==> config.mk <==
export PLATFORM = sky130hd
export DESIGN_NAME = pipe_ctrl
export DESIGN_NICKNAME = d
export VERILOG_FILES = /design/src/rtl/pipe_pkg.sv /design/src/rtl/pipe_stall_chain.sv /design/src/rtl/pipe_ctrl.sv
export SDC_FILE = /design/constraint.sdc
export NUM_CORES = 1
export LEC_CHECK = 0
export CORE_UTILIZATION = 50
export DETAILED_ROUTE_END_ITERATION = 12
export PLACE_DENSITY = 0.83
export RECOVER_POWER = 25
export SETUP_SLACK_MARGIN = 0.4
export SLEW_MARGIN = 20
export SYNTH_ARGS = -nofsm -noshare
export SYNTH_HDL_FRONTEND = slang
export SYNTH_SLANG_ARGS = --single-unit
==> constraint.sdc <==
create_clock -name clk -period 3.1 [get_ports clk]
set_input_delay 0.62 -clock clk [delete_from_list [all_inputs] [get_ports clk]]
set_output_delay 0.62 -clock clk [all_outputs]
set_load 0.05 [all_outputs]
==> src/rtl/pipe_pkg.sv <==
// pipe_pkg: shared stage indices, refill-counter width and sequencer state type
package pipe_pkg;
  localparam int STG_IF = 0;
  localparam int STG_ID = 1;
  localparam int STG_EX = 2;
  localparam int STG_MA = 3;
  localparam int STG_WB = 4;
  localparam int RC_W   = 4;
  typedef enum logic {RUN, FLUSH} pipe_state_t;
endpackage

==> src/rtl/pipe_stall_chain.sv <==
// pipe_stall_chain: combinational stall/clear generation from valid, busy and flush
module pipe_stall_chain #(
  parameter int NSTAGE = 5,
  parameter int FS_W   = $clog2(NSTAGE)
) (
  input  logic [NSTAGE-1:0] valid,
  input  logic [NSTAGE-1:0] busy,
  input  logic              flush_req,
  input  logic [FS_W-1:0]   flush_stage,
  output logic [NSTAGE-1:0] stall,
  output logic [NSTAGE-1:0] clear
);
  logic [NSTAGE-1:0] raw;
  logic [NSTAGE-1:0] fmask;
  genvar i;
  for (i = 0; i < NSTAGE; i++) begin : g_stg
    assign fmask[i] = flush_req && (int'(flush_stage) >= i);
    if (i == NSTAGE - 1) begin : g_old
      assign raw[i] = busy[i] & valid[i];
    end else begin : g_young
      assign raw[i] = valid[i] & (busy[i] | raw[i+1]);
    end
    // A flushed stage never holds; its squashed slot is reloaded as a bubble.
    assign stall[i] = raw[i] & ~fmask[i];
    if (i == 0) begin : g_head
      assign clear[i] = fmask[i];
    end else begin : g_tail
      assign clear[i] = fmask[i] | (~stall[i] & stall[i-1]);
    end
  end
endmodule

==> src/rtl/pipe_ctrl.sv <==
// pipe_ctrl: pipeline stall/clear/valid sequencer with flush refill window and stall perf counter
module pipe_ctrl
  import pipe_pkg::*;
#(
  parameter int NSTAGE     = 5,
  parameter int REFILL_CYC = 2,
  parameter int CNT_W      = 16
) (
  input  logic                      clk,
  input  logic                      rst_n,
  input  logic                      fetch_valid,
  input  logic [NSTAGE-1:0]         busy,
  input  logic                      flush_req,
  input  logic [$clog2(NSTAGE)-1:0] flush_stage,
  input  logic                      perf_clr,
  output logic [NSTAGE-1:0]         stall,
  output logic [NSTAGE-1:0]         clear,
  output logic [NSTAGE-1:0]         valid,
  output logic                      fetch_en,
  output logic                      flushing,
  output logic [CNT_W-1:0]          stall_cnt
);
  localparam logic [RC_W-1:0] RLD = RC_W'(REFILL_CYC - 1);
  pipe_state_t       state_q, state_d;
  logic [RC_W-1:0]   rcnt_q, rcnt_d;
  logic [NSTAGE-1:0] valid_q, valid_d, feed;
  logic [CNT_W-1:0]  stall_cnt_q, stall_cnt_d;
  pipe_stall_chain #(.NSTAGE(NSTAGE)) u_chain (
    .valid(valid_q),
    .busy(busy),
    .flush_req(flush_req),
    .flush_stage(flush_stage),
    .stall(stall),
    .clear(clear)
  );
  // Next valid bits, refill FSM and saturating stall counter
  always_comb begin
    fetch_en    = (state_q == RUN) & ~flush_req & ~stall[STG_IF];
    flushing    = state_q == FLUSH;
    feed        = {valid_q[NSTAGE-2:0] & ~stall[NSTAGE-2:0], fetch_valid & fetch_en};
    valid_d     = ~clear & ((stall & valid_q) | (~stall & feed));
    state_d     = flush_req ? FLUSH : (state_q == FLUSH && rcnt_q == '0) ? RUN : state_q;
    rcnt_d      = flush_req ? RLD : (state_q == FLUSH && rcnt_q != '0) ? rcnt_q - 1'b1 : rcnt_q;
    stall_cnt_d = perf_clr ? '0 : (state_q == RUN && stall[STG_IF] && ~&stall_cnt_q) ? stall_cnt_q + 1'b1 : stall_cnt_q;
  end
  // State registers with asynchronous reset
  always_ff @(posedge clk or negedge rst_n) begin
    if (!rst_n) begin
      state_q     <= RUN;
      rcnt_q      <= '0;
      valid_q     <= '0;
      stall_cnt_q <= '0;
    end else begin
      state_q     <= state_d;
      rcnt_q      <= rcnt_d;
      valid_q     <= valid_d;
      stall_cnt_q <= stall_cnt_d;
    end
  end
  assign valid     = valid_q;
  assign stall_cnt = stall_cnt_q;
endmodule

==> impl_results.md, run 1 <==
- Clock Skews: 0.00648 ns
- Vias per cell: 5.84
- Initial DRC count: 50
- Area growth syn-to-layout: 40.7%
- Die ar.: 0.00328 sq mm
- P_leak: 0.884 nW
- CTS Hold Buffers Added: 0
- WP data arrival: 1.96 ns
- Worst-Margin Slew: 1.41 ns
- Layout Utilization: 75.9%
- Die W: 57.3 um
- Pre-CTS WS: 0.304 ns
- Cell Rows: 19
- Worst skew pair latency: 0.32 ns
- Pint: 0.000580 W
- GP Congestion: 0.830
- Top cells by area, synth: dfrtp_1 (43%), a21oi_1 (5.9%), nor2_1 (5.9%), o21ai_0 (5.6%), nand2_1 (3.0%)
- Adder-cell share of the synthesized area: 2.46%
- Vias: 1495
- Root buffer cell: clkbuf_4
- Failing checks: design-rule violations
- Rel. slew slack: 6.18%
- Final wirelength: 3900 um
- Largest family of logic cells by synthesized area: simple AND/OR/NAND/NOR gates
- Post-Syn Area: 0.00153 sq mm
- Post-synthesis cell count: 176
- I/O pin count: 46
- Grt ovf: 0
- Final Critical Period: 2.58 ns
- Post-CTS Setup Inserts: 0
- Max-cap check violation count: 0
- Dpl hpwl: 2930 um
- Final slew viol count: 0
- Post-synth EDFFs: 0
- Worst Path Required: 2.48 ns
- Switch Pwr: 0.000329 W
- Combinational Power Share: 36.1%
- IO Port Bufs: 45
- Antenna Nets Post-Route: 0
- Overall global routing resource usage: 25.6%
- Peak supply drop: 226 uV
- Placed insts: 252
- Kind of critical path: input port to output port
- Seq/Total Area, Yosys: 42.6%
- Synth Net Count: 192
- Asr flop ratio synth: 100%
- Most common cell after layout, fill and taps aside: clkdlybuf4s50_1
- Period utilization: 83.3%
- Core area: 0.00283 sq mm
- Simple-Gate Fraction of Synth Area: 27.0%
- Synth cell types: 42
- Initial antenna violation count: 0
- First-pass GRT wire length: 6580 um
- Crit path max fanout: 3
- Hold Path Class: flip-flop to flip-flop
- Final Hold Viols: 0
- Post-synthesis mux area share: 1.39%
- Clock power frac: 19.1%
- # DRC: 1
- Fin cells: 256
- # setup viols final: 0
- Top cell type's share of synthesized area: 42.6%
- H-tree depth: 1
- Die span in y: 57.3 um
- RSZ-0062 raised after global routing: false
- Synth Flop Type: dfrtp_1
- Seq cells post-synth: 26
- Cts bufs inserted: 3
- Number of antenna diodes: 0
- Syn Area/Cell: 8.67 sq um
- Fillers: 207
- Net count, final: 242
- Element type at the critical path end: output port
- Pwr Total: 0.000909 W
- Share of cells above drive strength 1: 17.8%
- CTS tree: built
- Cell Pwr Density: 423 mW/mm^2
- Clk slew on worst S/H paths: 0.15 ns
- Yosys warns: 0
- Register share of total power: 44.8%
- Initial Util: 54.0%
- Pin count of the biggest net entering global routing: 27
- Synth Area in Compound Gates: 18.7%
- Vias in the first global route: 1520
- Max frequency: 387 MHz
- Drt wl/cell: 15.2 um
- Post-synth top area cell: dfrtp_1
- Startpoint types: input port
- Setup TNS: 0 ns
- Post-synthesis xor/xnor area fraction: 2.87%
- Clk sinks: 26
- Commonest non-fill, non-tap cells in the layout: clkdlybuf4s50_1 (29), dfrtp_1 (26), nor2_1 (23)
- Setup ws final: 0.516 ns
- Outcome: finished with violations
- Clk buf depth: 2
- Switching part of the total: 36.2%
- First drt pass iteration count: 9
[Yosys cell counts, types with 2 or more instances]
cell type	instances
a21oi_1	18
and2_1	3
buf_6	2
dfrtp_1	26
ha_1	3
inv_1	10
nand2_1	12
nand3_1	6
nand4_1	3
nor2_1	24
nor3_1	3
nor3_2	2
nor4_1	2
o21a_1	2
o21ai_0	17
o31ai_1	3
or2_2	2
or3_1	7
or3_2	2
or4_1	4
xnor2_1	3
xor2_1	2
[metrics by stage]
stage          hold WS, ns  cell area, sq um
5_1_grt              0.589              2150
4_1_cts              0.574              2130
3_3_place_gp         0.523              2090
2_1_floorplan        0.324              1550
6_report             0.569              2150
3_5_place_dp         0.542              2090
[cells by family (layout without fill, tap and decap cells)]
kind of cell,after synthesis,in the layout
multiplexers,2,2
AO/OA/AOI/OAI,49,49
flip-flops,26,26
adder cells (fa/ha/maj),3,3
XOR/XNOR,5,5
AND/OR/NAND/NOR,76,76
buffers and inverters,15,64
[critical path: stages]
cell and delay (ns):
clkdlybuf4s50_1 0.46, nor3_1 0.45, nor2_1 0.11, nor2_1 0.12, buf_4 0.20
[layer usage]
layer / track usage [%] / part of all wire [%] / vias to the layer above
met5: 0 / 0 / -
met2: 44.4 / 51 / 30
met4: 7.32 / 1.7 / 0
met3: 2.95 / 2.3 / 8
met1: 34.0 / 45 / 723
li1: - / - / 734
[flip-flops by register name, summed over array words and instances, names as in the netlist]
name,flops
rcnt_q,4
stall_cnt,16
flushing,1
valid,5
[final timing paths]
| check | startpoint | cells after the start | end | slack [ns] |
|---|---|---|---|---|
| max | flush_stage[1] | 5 | stall[1] | 0.52 |
| min | rcnt_q[1] | 2 | rcnt_q[1] | 0.57 |
| max reg2reg | stall_cnt[12] | 5 | stall_cnt[7] | 1.06 |
| min reg2reg | rcnt_q[1] | 2 | rcnt_q[1] | 0.57 |
| max in group asynchronous | rst_n | 2 | stall_cnt[1] | 1.15 |
| min in group asynchronous | rst_n | 2 | rcnt_q[0] | 1.13 |
[power groups by stage]
stage	combinational, W	clock [W]	sequential (W)
after floorplan	0.000179	0	0.000443
after global placement	0.000312	0	0.000412
after detailed placement	0.000322	0	0.000413
after CTS	0.000326	0.000176	0.000407
after global routing	0.000358	0.000189	0.000413
final	0.000328	0.000174	0.000407
[repair_timing]
item | CTS | global route
hold endpoints to repair | 0 | 0
endpoints found under the setup margin | 5 | 6
cloned | 0 | 0
pin swaps | 5 | 3
resized for setup | 9 | 7
[layout make-up]
type                            count  area, sq um  share of cell area [%]
Multi-Input combinational cell    135          846                    39.4
Sequential cell                    26          651                    30.3
Timing Repair Buffer               50          538                    25.1
Tap cell                           31         38.8                    1.81
Inverter                           10         37.5                    1.75
Clock buffer                        4         36.3                    1.69
Power figures use the tool's default switching activity.
==> run 2: changes to the inputs <==
- CORE_UTILIZATION: 50 -> 47
- PLACE_DENSITY: 0.83 -> 0.79
- clock period: 3.1 -> 2.5 ns (I/O delays scaled with it)
==> run 2 against run 1 <==
The flow now finishes without violations. Final cell count increased by 10%. Sequential share of layout area decreased by 3.0 points. Design area increased by 11%. Wire length increased by 4.4%. Die area increased by 6.2%. Sequential power increased by 25%. Worst setup slack got worse by 0.26 ns. Clock power increased by 21%. Register-to-register slack got worse by 0.55 ns. Via count increased by 4.0%. First-iteration DRC count unchanged. Clock skew increased by 0.0050 ns.
==> impl_results.md, run 2 (synthesis gave the netlist of run 1 again) <==
- Buf/Inv on CP: 2 (unchanged)
- CTS tree: built
- Kind of critical path: input port to output port
- I/O pin count: 46 (unchanged)
- Element type at the critical path end: output port
- Register share of total power: 44.2% (-0.6 points)
- Setup TNS: 0 ns (unchanged)
- Hold Path Class: flip-flop to flip-flop
- Worst r2r path cells: 8 (+3)
- RSZ-0062 raised after global routing: true
- Core area: 0.00308 sq mm (+8.8%)
- P_leak: 1.22 nW (+38%)
- Die W: 59.0 um (+3.0%)
- IO Port Bufs: 45 (unchanged)
- CTS Hold Buffers Added: 0 (unchanged)
- Clk slew on worst S/H paths: 0.13 ns (-0.02 ns)
- Slowest-stage cell, CP: dlygate4sd2_1
- Final Hold Viols: 0 (unchanged)
- Share of cells above drive strength 1: 28.2% (+10 points)
- Worst skew pair latency: 0.32 ns (about the same)
- Clock Skews: 0.0115 ns (+0.00497 ns)
- Net count, final: 255 (+5.4%)
- Clk buf depth: 2 (unchanged)
- Worst Path Required: 2.00 ns (-0.48 ns)
- Hold Path End: rcnt_q[1]
- Dpl hpwl: 3040 um (+3.9%)
- Layout Utilization: 77.7% (+1.8 points)
- Max-cap check violation count: 0 (unchanged)
- Startpoint types: input port
- Die ar.: 0.00348 sq mm (+6.2%)
- H-tree depth: 1 (unchanged)
- Period utilization: 89.7%
- R2r endpoint: stall_cnt[13]
- Grt ovf: 0 (unchanged)
- Combinational Power Share: 37.5% (+1.4 points)
- Rel. slew slack: 51.5% (+45 points)
- Vias: 1555 (+4.0%)
- Final Critical Period: 2.24 ns
- Final slew viol count: 0 (unchanged)
- Initial DRC count: 50 (unchanged)
- Clk sinks: 26 (unchanged)
- R2R Path Start: valid[4]
- Clock power frac: 18.2% (-0.9 points)
- First drt pass iteration count: 4 (-5)
- Pin count of the biggest net entering global routing: 17 (-37%)
- Peak supply drop: 446 uV (+97%)
- Switching part of the total: 36.6% (+0.47 points)
- Crit path max-delay family: compound AO/OA/AOI/OAI gates
- # setup viols final: 0 (unchanged)
- First-pass GRT wire length: 6350 um (-3.4%)
- Antenna Nets Post-Route: 0 (unchanged)
- GP Congestion: 0.853 (+2.8%)
- R2R setup slack: 0.51 ns (-0.55 ns)
- Final wirelength: 4070 um (+4.4%)
- Crit-path cells: dlygate4sd2_1, a211oi_4, nor2_2, o21a_4, o21ai_2, and2_4, buf_12
- Vias per cell: 5.51 (-5.6%)
- WP data arrival: 1.74 ns (-0.22 ns)
- # DRC: 0 (-1)
- Area growth syn-to-layout: 56.6%
- Worst-Margin Slew: 0.728 ns (-0.680 ns)
- Placed cell areas: 0.00222 sq mm (+6.6%)
- Switch Pwr: 0.000422 W (+28%)
- Cell Rows: 20 (+1)
- Commonest non-fill, non-tap cells in the layout: dfrtp_1 (24), a21oi_1 (18), nor2_1 (17), buf_4 (17), dlygate4sd2_1 (15)
- Overall global routing resource usage: 23.9% (-1.7 points)
- Most common cell after layout, fill and taps aside: dfrtp_1
- Number of antenna diodes: 0 (unchanged)
- Crit path largest cell delay: 0.28 ns (-0.18 ns)
- Pint: 0.000730 W (+26%)
- Outcome: completed
- Vias in the first global route: 1471 (-3.2%)
- Root buffer cell: clkbuf_4
- Hold path depth: 2 (unchanged)
- Die span in y: 59.0 um (+3.0%)
- Max frequency: 446 MHz
- Hold path start: rcnt_q[1]
- Max FFs per register: 16 (unchanged)
- Drt wl/cell: 14.4 um (-5.3%)
- Initial Util: 49.6% (-4.4 points)
- Final instance area: 0.00239 sq mm (+11%)
- Cell Pwr Density: 481 mW/mm^2 (+14%)
- Crit path max fanout: 3 (unchanged)
- Initial antenna violation count: 0 (unchanged)
- Cts bufs inserted: 3 (unchanged)
[run 2: worst max-delay path by stage]
stage	to	start	slack, ns	cells after the start
6_report	fetch_en	busy[3]	0.26	7
5_1_grt	clear[3]	flush_req	0.21	6
4_1_cts	fetch_en	valid[4]	0.22	6
3_5_place_dp	stall_cnt[13]	busy[2]	-0.09	8
3_3_place_gp	fetch_en	busy[2]	-0.01	7
2_1_floorplan	clear[1]	valid[4]	0.35	4
[run 2: metrics by stage]
stage | total power (W) | hold WS, ns | setup WS, ns | instances
floorplan | 0.000785 | 0.204 | 0.345 | 176
global placement | 0.000915 | 0.529 | -0.0141 | 274
detailed placement | 0.000934 | 0.546 | -0.0945 | 274
CTS | 0.00115 | 0.542 | 0.220 | 281
global route | 0.00122 | 0.593 | 0.209 | 282
finish | 0.00115 | 0.571 | 0.256 | 282
[run 2: timing repair]
action / 4_1_cts / 5_1_grt
hold endpoints to repair: 0 / 0
gates resized for setup: 34 / 25
endpoints found under the setup margin: 30 / 28
pin swaps: 7 / 2
buffers inserted: 3 / 1
[run 2: layout make-up]
class | instances | area, sq um
timing repair buffer | 63 | 648
tap | 44 | 55.1
multi-input combinational | 135 | 953
inverter | 10 | 45.0
sequential | 26 | 653
clock buffer | 4 | 36.3
fill | 212 | 687
[run 2: power by group through the flow]
stage          clock [W]  combinational [W]  sequential, W
5_1_grt         0.000236           0.000468       0.000515
3_5_place_dp           0           0.000420       0.000514
2_1_floorplan          0           0.000233       0.000551
3_3_place_gp           0           0.000404       0.000511
6_report        0.000210           0.000432       0.000509
4_1_cts         0.000215           0.000429       0.000506
[run 2: worst reg2reg max path: stages (launching register included)]
cell and delay (ns):
dfrtp_2 0.42, a211oi_4 0.07, buf_4 0.14, buf_6 0.12, nor3_4 0.24, buf_4 0.16, nor2_1 0.07, or4_1 0.52
a21oi_1 0.18
[run 2: metal layers]
metal | global-route usage, % | part of all wire (%) | vias to the layer above
met3 | 2.40 | 4.0 | 8
met4 | 8.16 | 1.4 | 0
met2 | 43.0 | 53 | 45
li1 | - | - | 757
met1 | 30.0 | 42 | 745
met5 | 0 | 0 | -
==> run 3: changes to the inputs <==
- CORE_MARGIN: unset -> 8
- CTS_CLUSTER_SIZE: unset -> 8
==> run 3 against run 2 <==
Worst setup slack worse by 0.0073 ns. Clock skew fell by 0.0088 ns. Via count grew 4.1%. Core utilization is 1.9 points higher. Final cell count increased by 2.5%. Register-to-register slack worse by 0.05 ns. Clock power down 3%. First-iteration DRC count up 28%. Sequential power about the same. Power is 0.12% lower. Combinational power is 2% higher. Largest power group unchanged.
==> impl_results.md, run 3 (synthesis gave the netlist of run 1 again) <==
- Max FFs per register: 16 (unchanged)
- CTS Hold Buffers Added: 0 (unchanged)
- Vias: 1618 (+4.1%)
- Worst-Margin Slew: 1.34 ns (+0.614 ns)
- Crit path max fanout: 3 (unchanged)
- # DRC: 0 (unchanged)
- Share of cells above drive strength 1: 33.1% (+4.9 points)
- Final wirelength: 4800 um (+18%)
- Element type at the critical path end: output port
- Initial antenna violation count: 0 (unchanged)
- Vias in the first global route: 1620 (+10%)
- Switching part of the total: 36.2% (-0.43 points)
- Dpl hpwl: 3370 um (+11%)
- Die W: 73.0 um (+24%)
- Max-cap check violation count: 0 (unchanged)
- Die span in y: 73.0 um (+24%)
- Clk slew on worst S/H paths: 0.13 ns (about the same)
- Cell Pwr Density: 469 mW/mm^2 (-2.5%)
- Overall global routing resource usage: 17.4% (-6.5 points)
- Crit-path cells: clkdlybuf4s15_1, a211oi_4, nor2_2, o21a_4, o32ai_4, buf_12
- Fillers: 212 (unchanged)
- WP data arrival: 1.75 ns (about the same)
- Peak supply drop: 299 uV (-33%)
- Vias per cell: 5.60 (+1.5%)
- Commonest non-fill, non-tap cells in the layout: dfrtp_1 (23), buf_4 (22), a21oi_1 (17)
- Net count, final: 262 (+2.7%)
- Clk buf depth: 2 (unchanged)
- P_leak: 1.23 nW (+0.75%)
- Register share of total power: 44.2% (about the same)
- Number of antenna diodes: 0 (unchanged)
- Outcome: completed
- Kind of critical path: input port to output port
- # setup viols final: 0 (unchanged)
- Worst skew pair latency: 0.31 ns (about the same)
- Clock power frac: 17.6% (-0.6 points)
- Root buffer cell: clkbuf_4
- CTS tree: built
- First drt pass iteration count: 4 (unchanged)
- Pint: 0.000734 W (+0.55%)
- Final Hold Viols: 0 (unchanged)
- Period utilization: 90.0% (+0.29 points)
- Worst hold slack: 0.585 ns (+0.0138 ns)
- Hold Path Class: flip-flop to flip-flop
- Rel. slew slack: 10.6% (-41 points)
- Clock Skews: 0.00267 ns (-0.00878 ns)
- Clk sinks: 26 (unchanged)
- Layout Utilization: 79.6% (+1.9 points)
- Max frequency: 444 MHz (-0.32%)
- Worst Path Required: 2.00 ns (about the same)
- Combinational Power Share: 38.2% (+0.7 points)
- Cell Rows: 20 (unchanged)
- First-pass GRT wire length: 7480 um (+18%)
- Initial DRC count: 64 (+28%)
- Switch Pwr: 0.000416 W (-1.3%)
- Core area: 0.00308 sq mm (unchanged)
- Area growth syn-to-layout: 60.5%
- IO Port Bufs: 45 (unchanged)
- Startpoint types: input port
- I/O pin count: 46 (unchanged)
- Initial Util: 49.6% (unchanged)
- Die ar.: 0.00533 sq mm (+53%)
- GP Congestion: 0.894 (+4.8%)
- Setup TNS: 0 ns (unchanged)
- Cts bufs inserted: 3 (unchanged)
- Crit path largest cell delay: 0.27 ns (about the same)
- Final slew viol count: 0 (unchanged)
- Pin count of the biggest net entering global routing: 27 (+10)
- H-tree depth: 1 (unchanged)
- Slowest-stage cell, CP: a211oi_4
- Placed cell areas: 0.00223 sq mm (+0.34%)
- Grt ovf: 0 (unchanged)
- Final Critical Period: 2.25 ns (+0.00731 ns)
- Final instance area: 0.00245 sq mm (+2.5%)
- Drt wl/cell: 16.6 um (+15%)
- Most common cell after layout, fill and taps aside: dfrtp_1
- Antenna Nets Post-Route: 0 (unchanged)
- RSZ-0062 raised after global routing: true
==> run 3: cell count changes in the layout (fill, tap and decap cells not counted), moves of 2 or more <==
cell,delta
dlygate4sd2_1,-2
clkbuf_2,+3
buf_8,+2
buf_4,+5
==> run 3: cell type report <==
cell class / count / area (sq um) / area share [%]
Clock buffer: 4 / 36.3 / 1.48
Inverter: 10 / 45.0 / 1.84
Multi-Input combinational cell: 136 / 970 / 39.6
Sequential cell: 26 / 654 / 26.7
Tap cell: 44 / 55.1 / 2.25
Timing Repair Buffer: 69 / 689 / 28.1
==> run 3: layer usage <==
metal	track usage (%)	part of all wire, %
met1	20.2	40
met3	4.67	7.3
met5	0	0
met2	29.9	50
met4	6.22	2.5
==> run 3: final timing paths <==
path / slack (ns) / cells after the start / end / startpoint
max in group asynchronous: 0.63 / 2 / valid[3] / rst_n
worst min-delay path: 0.58 / 2 / rcnt_q[1] / rcnt_q[1]
worst max-delay path: 0.25 / 6 / clear[1] / busy[3]
worst max register to register: 0.46 / 9 / stall_cnt[8] / valid[4]
worst min register to register: 0.58 / 2 / rcnt_q[1] / rcnt_q[1]
min in group asynchronous: 1.00 / 2 / stall_cnt[1] / rst_n
==> run 3: timing repair <==
item / in CTS / in global routing
endpoints found under the setup margin: 30 / 32
buffers inserted: 5 / 4
pin swaps: 8 / 5
gates resized for setup: 44 / 25
cloned: 0 / 1
==> run 3: stage by stage <==
step	total power [W]	worst slack, ns	cells
final	0.00115	0.249	289
after detailed placement	0.000939	-0.0609	275
after global placement	0.000917	0.00633	275
after CTS	0.00115	0.252	284
after floorplan	0.000785	0.345	176
after global routing	0.00122	0.197	289
==> run 3: power groups by stage <==
stage          clock, W  combinational, W  sequential [W]
2_1_floorplan         0          0.000233        0.000551
3_3_place_gp          0          0.000407        0.000511
3_5_place_dp          0          0.000423        0.000516
4_1_cts        0.000207          0.000438        0.000507
5_1_grt        0.000228          0.000482        0.000513
6_report       0.000203          0.000440        0.000508
==> run 3: critical path: cells and delay by family <==
kind                   cells  cell delay, ns
AO/OA/AOI/OAI              3            0.75
buffers and inverters      2            0.42
AND/OR/NAND/NOR            1            0.08
